File: config.mk
export PLATFORM = sky130hd
export DESIGN_NAME = barrett_reduce_pipe_flat
export DESIGN_NICKNAME = d
export VERILOG_FILES = /design/src/rtl/barrett_reduce_pipe_if.sv /design/src/rtl/barrett_reduce_pipe.sv /design/src/flat_wrapper.sv
export SDC_FILE = /design/constraint.sdc
export NUM_CORES = 1
export LEC_CHECK = 0
export ABC_AREA = 0
export CORE_UTILIZATION = 54
export DETAILED_ROUTE_END_ITERATION = 7
export PLACE_DENSITY = 0.72
export SYNTH_ARGS = -nofsm -noshare
export SYNTH_HDL_FRONTEND = slang
export SYNTH_SLANG_ARGS = --single-unit
export TNS_END_PERCENT = 30
File: constraint.sdc
create_clock -name clk -period 5.71 [get_ports clk]
set_clock_uncertainty 0.1 [all_clocks]
set_input_delay 0.8565 -clock clk [delete_from_list [all_inputs] [get_ports clk]]
set_output_delay 0.8565 -clock clk [all_outputs]
set_load 0.01 [all_outputs]
File: src/rtl/barrett_reduce_pipe_if.sv
// Valid/ready stream bundle for barrett_reduce_pipe.
// The input-beat side and the output-beat side share one interface; the DUT takes the slave view.
interface barrett_reduce_pipe_if #(
  parameter int WIDTH = 16,
  parameter int LANES = 2,
  parameter int TAG_W = 4
);
  logic                        in_valid;
  logic                        in_ready;
  logic [LANES-1:0][WIDTH-1:0] in_data;
  logic                        in_full;
  logic [TAG_W-1:0]            in_tag;
  logic                        out_valid;
  logic                        out_ready;
  logic [LANES-1:0][WIDTH-1:0] out_data;
  logic [TAG_W-1:0]            out_tag;

  modport master (output in_valid, in_data, in_full, in_tag, out_ready,
                  input  in_ready, out_valid, out_data, out_tag);
  modport slave  (input  in_valid, in_data, in_full, in_tag, out_ready,
                  output in_ready, out_valid, out_data, out_tag);
endinterface

File: src/rtl/barrett_reduce_pipe.sv
// Three-stage multi-lane signed Barrett reduction mod Q with a valid/ready stream.
// Per-lane datapath lives in barrett_lane; control (valid/full/tag) is shared across lanes.
module barrett_lane #(
  parameter int WIDTH = 16,
  parameter int Q     = 3329,
  parameter int SHIFT = 26
) (
  input  logic                    clk,
  input  logic                    rst_n,
  input  logic                    en,
  input  logic                    full,
  input  logic signed [WIDTH-1:0] a,
  output logic signed [WIDTH-1:0] res
);
  localparam int     PW = WIDTH + SHIFT + 2;
  localparam int     WR = WIDTH + 2;
  localparam longint V  = ((longint'(1) << SHIFT) + longint'(Q / 2)) / longint'(Q);

  localparam logic signed [PW-1:0]    VP  = PW'(V);
  localparam logic signed [PW-1:0]    RND = PW'(longint'(1) << (SHIFT - 1));
  localparam logic signed [WR-1:0]    QR  = WR'(Q);
  localparam logic signed [WIDTH-1:0] QW  = WIDTH'(Q);

  logic signed [WIDTH-1:0] a1;
  logic signed [WR-1:0]    t1;
  logic signed [WIDTH-1:0] r2;

  // Only the quotient bits of V*a+round are kept; t is small enough for WIDTH+2 bits.
  always_ff @(posedge clk or negedge rst_n) begin
    if (!rst_n) begin
      a1  <= '0;
      t1  <= '0;
      r2  <= '0;
      res <= '0;
    end else if (en) begin
      a1  <= a;
      t1  <= WR'((PW'(a) * VP + RND) >>> SHIFT);
      r2  <= WIDTH'(WR'(a1) - t1 * QR);
      res <= (full && r2[WIDTH-1]) ? r2 + QW : r2;
    end
  end
endmodule

module barrett_reduce_pipe #(
  parameter int WIDTH = 16,
  parameter int Q     = 3329,
  parameter int SHIFT = 26,
  parameter int LANES = 2,
  parameter int TAG_W = 4
) (
  input  logic                 clk,
  input  logic                 rst_n,
  barrett_reduce_pipe_if.slave bus,
  output logic                 busy
);
  localparam int STAGES = 3;

  logic [STAGES:1]              vld_pipe;
  logic [STAGES-1:1]            full_pipe;
  logic [STAGES:1][TAG_W-1:0]   tag_pipe;
  logic [LANES-1:0][WIDTH-1:0]  lane_res;
  logic                         en;

  // Whole pipe advances in lockstep; bubbles are not collapsed.
  assign en           = ~vld_pipe[STAGES] | bus.out_ready;
  assign bus.in_ready = en;

  always_ff @(posedge clk or negedge rst_n) begin
    if (!rst_n) begin
      vld_pipe  <= '0;
      full_pipe <= '0;
      tag_pipe  <= '0;
    end else if (en) begin
      vld_pipe  <= {vld_pipe[STAGES-1:1], bus.in_valid};
      full_pipe <= {full_pipe[STAGES-2:1], bus.in_full};
      tag_pipe  <= {tag_pipe[STAGES-1:1], bus.in_tag};
    end
  end

  for (genvar i = 0; i < LANES; i++) begin : g_lane
    barrett_lane #(.WIDTH(WIDTH), .Q(Q), .SHIFT(SHIFT)) u_lane (
      .clk  (clk),
      .rst_n(rst_n),
      .en   (en),
      .full (full_pipe[STAGES-1]),
      .a    (bus.in_data[i]),
      .res  (lane_res[i])
    );
  end

  assign bus.out_valid = vld_pipe[STAGES];
  assign bus.out_data  = lane_res;
  assign bus.out_tag   = tag_pipe[STAGES];
  assign busy          = |vld_pipe;
endmodule

File: src/flat_wrapper.sv
// flat-port wrapper written by rule: the top's interface ports become plain ports
module barrett_reduce_pipe_flat 
#(
  parameter int WIDTH = 16,
  parameter int Q     = 3329,
  parameter int SHIFT = 26,
  parameter int LANES = 2,
  parameter int TAG_W = 4
)
  (clk, rst_n, busy, bus_in_valid, bus_in_data, bus_in_full, bus_in_tag, bus_out_ready, bus_in_ready, bus_out_valid, bus_out_data, bus_out_tag);
  barrett_reduce_pipe_if #(.WIDTH(WIDTH), .LANES(LANES), .TAG_W(TAG_W)) bus_i ();
  input  logic clk;
  input  logic rst_n;
  output logic busy;
  input wire logic [$bits(bus_i.in_valid)-1:0] bus_in_valid;
  input wire logic [$bits(bus_i.in_data)-1:0] bus_in_data;
  input wire logic [$bits(bus_i.in_full)-1:0] bus_in_full;
  input wire logic [$bits(bus_i.in_tag)-1:0] bus_in_tag;
  input wire logic [$bits(bus_i.out_ready)-1:0] bus_out_ready;
  output wire logic [$bits(bus_i.in_ready)-1:0] bus_in_ready;
  output wire logic [$bits(bus_i.out_valid)-1:0] bus_out_valid;
  output wire logic [$bits(bus_i.out_data)-1:0] bus_out_data;
  output wire logic [$bits(bus_i.out_tag)-1:0] bus_out_tag;
  assign bus_i.in_valid = bus_in_valid;
  assign bus_i.in_data = bus_in_data;
  assign bus_i.in_full = bus_in_full;
  assign bus_i.in_tag = bus_in_tag;
  assign bus_i.out_ready = bus_out_ready;
  assign bus_in_ready = bus_i.in_ready;
  assign bus_out_valid = bus_i.out_valid;
  assign bus_out_data = bus_i.out_data;
  assign bus_out_tag = bus_i.out_tag;
  barrett_reduce_pipe #(.WIDTH(WIDTH), .Q(Q), .SHIFT(SHIFT), .LANES(LANES), .TAG_W(TAG_W)) u_core (.clk(clk), .rst_n(rst_n), .bus(bus_i), .busy(busy));
endmodule
==> results.py <==
metrics = {
    "status": {
        "status": "complete, but fails checks",
        "failed_checks": "negative setup slack",
    },
    "critical_path": {
        "critPathMaxStageDelay_ns": 0.56,
        "crit_top_cell": "fa_1",
        "crit_chain": "buf_4, inv_4, fa_1, inv_2, fa_1, inv_2, fa_2, inv_1, fa_2, fa_1, inv_1, fa_1, inv_1, ha_4, and4_1, o2111ai_2, a211oi_2, o31ai_4, buf_6, a31oi_4, a311oi_2, or3_1, a31oi_1",
        "start_kind": "input port",
        "crit_type": "in -> reg",
        "cp.buffers_inverters": 8,
        "critical-path-top-delay-family": "adder cells",
        "worstPathArrival_ns": 6.23,
        "required_ns": 5.95,
        "cp-end-kind": "register",
        "slowest_stage": "fa_1",
        "cp_max_fo": 4,
    },
    "global_routing": {
        "grt_usage_pct": 24.4,
        "antenna_found_initial": 0,
        "grt_pass1_wl_um": 76000,
        "grt_max_degree": 102,
        "grt_pass1_vias": 16200,
        "grt_overflow_total": 0,
    },
    "sta": {
        "drv_slew": 0,
        "slew_headroom_pct": 37.3,
        "fin_ws_ns": -0.273,
        "fmax_mhz": 167,
        "post-route-min-period_ns": 5.98,
        "worst-slew-pin-transition_ns": 0.940,
        "final_hold_viol_count": 0,
        "rsz0062_at_grt": "true",
        "fin_crit_sh_pct": 105,
        "fin_tns_setup_ns": -1.90,
        "setup_viol": 10,
    },
    "synth": {
        "yosys-top-cells-area": "fa_1, ha_1, dfrtp_1",
        "synth_cell_types": 55,
        "ys_seq_area_share_pct": 15.3,
        "yosys.area.top_type_share_pct": 29.6,
        "synth-seq-cells": 127,
        "avgSynthCellArea_um2": 9.41,
        "async_reset_ff_share_pct": 100,
        "yosys_warnings": 0,
        "synth_nets": 2940,
        "netlist_area_mm2": 0.0207,
        "synthFlopType": "dfrtp_1",
        "syn_inst": 2202,
        "synth_edf_count": 0,
        "synth.most_common_cell": "inv_1",
        "synth_top_area_cell": "fa_1",
        "synth_common_cells": "inv_1, ha_1, fa_1, nand2_1, dfrtp_1",
    },
    "cts": {
        "path_clk_slew_ns": 0.06,
        "cts.sinks": 127,
        "cts_tree": "done",
        "cts_htree_levels": 4,
        "insertion_delay_ns": 0.42,
        "numCtsBuffers": 17,
        "root_buffer": "clkbuf_16",
        "cts_hold_buffers": 0,
        "cts_buffer_depth": 2,
    },
    "die": {
        "chipHeight_um": 198,
        "io_pins": 80,
        "core_mm2": 0.0377,
        "die_area_mm2": 0.0391,
        "start_util_pct": 55.0,
        "rows": 71,
        "die_w_um": 198,
    },
    "cells_and_area": {
        "diodes": 0,
        "final_cells": 2994,
        "area.growth.synth_to_final_pct": 19.9,
        "drive_gt1_share_pct": 16.4,
        "final_nets": 3208,
    },
    "detailed_routing": {
        "dr.pass1.iters": 4,
        "wl_per_cell_um": 14.9,
        "routed_via_density": 5.02,
        "drtAntennaViolNets": 0,
        "remaining_drc_errors": 0,
        "drt_iter0_markers": 475,
        "wirelength_um": 44700,
        "via_count": 15000,
    },
    "hold_path": {
        "worstHoldPathType": "reg -> reg",
    },
    "placement": {
        "placed_cells": 2930,
        "place.gp.congestion": 0.925,
        "hpwl_um": 36900,
        "io_buffers": 79,
    },
    "job": {
        "cap_violations": 0,
    },
}
-- final timing paths --
| path | from | to | slack [ns] | depth (start not counted) |
|---|---|---|---|---|
| setup / recovery | bus_in_data[30] | u_core.g_lane[1].u_lane.t1[16]$_DFFE_PN0P_ | -0.27 | 23 |
| hold / removal | u_core.bus.out_tag[1]$_DFFE_PN0P_ | u_core.bus.out_tag[1]$_DFFE_PN0P_ | 0.37 | 2 |
| setup reg to reg | u_core.g_lane[1].u_lane.t1[0]$_DFFE_PN0P_ | u_core.g_lane[1].u_lane.r2[15]$_DFFE_PN0P_ | 0.63 | 16 |
| hold reg to reg | u_core.bus.out_tag[1]$_DFFE_PN0P_ | u_core.bus.out_tag[1]$_DFFE_PN0P_ | 0.37 | 2 |
| max in group asynchronous | rst_n | u_core.g_lane[1].u_lane.res[2]$_DFFE_PN0P_ | 3.78 | 2 |
| min in group asynchronous | rst_n | u_core.tag_pipe[7]$_DFFE_PN0P_ | 0.42 | 1 |
-- repair_timing --
| item | 4_1_cts | 5_1_grt |
|---|---|---|
| hold endpoints to repair | 0 | 0 |
| setup buffers | 15 | 17 |
| pin swaps | 83 | 70 |
| gates resized for setup | 208 | 71 |
| setup endpoints to repair | 14 | 14 |
-- cell type report --
type                       count  area (um2)
timing repair buffer         285        2370
sequential                   127        3180
tap                          511         639
inverter                     661        2520
multi-input combinational   1378       15500
fill                        2935       12800
clock buffer                  18         429
clock inverter                14         203
-- through the flow --
step	utilization, %	instance area [um2]	setup slack (ns)	hold WS [ns]
2_1_floorplan	-	20700	-0.364	0.339
3_3_place_gp	61.9	23300	-1.26	0.349
3_5_place_dp	61.9	23300	-1.36	0.356
4_1_cts	65.1	24500	-0.313	0.370
5_1_grt	65.9	24800	-0.440	0.389
6_report	65.9	24800	-0.273	0.367
-- layout by cell type, fill, tap and decap left out, types with 6 or more instances in the layout --
| master | n |
|---|---|
| o21a_1 | 10 |
| o21ai_0 | 108 |
| and3_1 | 8 |
| clkbuf_16 | 17 |
| or2_2 | 7 |
| or3_1 | 9 |
| clkdlybuf4s50_1 | 51 |
| ha_1 | 361 |
| nand3b_1 | 6 |
| nand4_1 | 7 |
| a21boi_0 | 6 |
| a31oi_1 | 9 |
| o21ai_1 | 9 |
| nor3b_1 | 7 |
| xor2_1 | 30 |
| a21o_1 | 24 |
| a211oi_1 | 9 |
| nor2_1 | 54 |
| buf_4 | 195 |
| dfrtp_1 | 127 |
| ha_4 | 25 |
| inv_2 | 42 |
| inv_6 | 8 |
| xnor2_1 | 48 |
| nand3_1 | 19 |
| buf_6 | 18 |
| inv_1 | 606 |
| a21oi_1 | 41 |
| nor3_1 | 18 |
| nand2_1 | 172 |
| fa_1 | 282 |
| o31ai_1 | 8 |
| fa_2 | 24 |
| inv_4 | 7 |
-- tightest hold or removal path, cell delays in order (launching register included) --
cell	delay [ns]
dfrtp_1	0.34
nand2_1	0.05
nand2_1	0.04
-- registers in the layout (all words and copies together), names as in the netlist --
name and flops:
u_core.bus.out_tag 4, u_core.full_pipe 2, u_core.g_lane.u_lane.a1 32, u_core.g_lane.u_lane.r2 32
u_core.g_lane.u_lane.res 32, u_core.g_lane.u_lane.t1 14, u_core.tag_pipe 8, u_core.vld_pipe 3
-- layer usage --
metal	global-route usage (%)	wire [um]
met5	0	0
met4	8.41	1240
met3	2.13	1210
met2	42.5	22100
met1	31.9	20100
-- cells by family (layout without fill, tap and decap cells) --
logic type / after synthesis / count (layout) / share of synthesized area (%)
AOI/OAI and AO/OA: 261 / 261 / 7.68
and+or+nand+nor: 335 / 335 / 7.39
adders and majority gates: 697 / 697 / 53.2
muxes: 1 / 1 / 0.0483
xor gates and xnor gates: 84 / 84 / 3.55
buffers and inverters: 697 / 978 / 12.8
DFF: 127 / 127 / 15.3
Power is not shown: default switching activity piles up to over one toggle a cycle in this logic, so the estimate is an artifact.
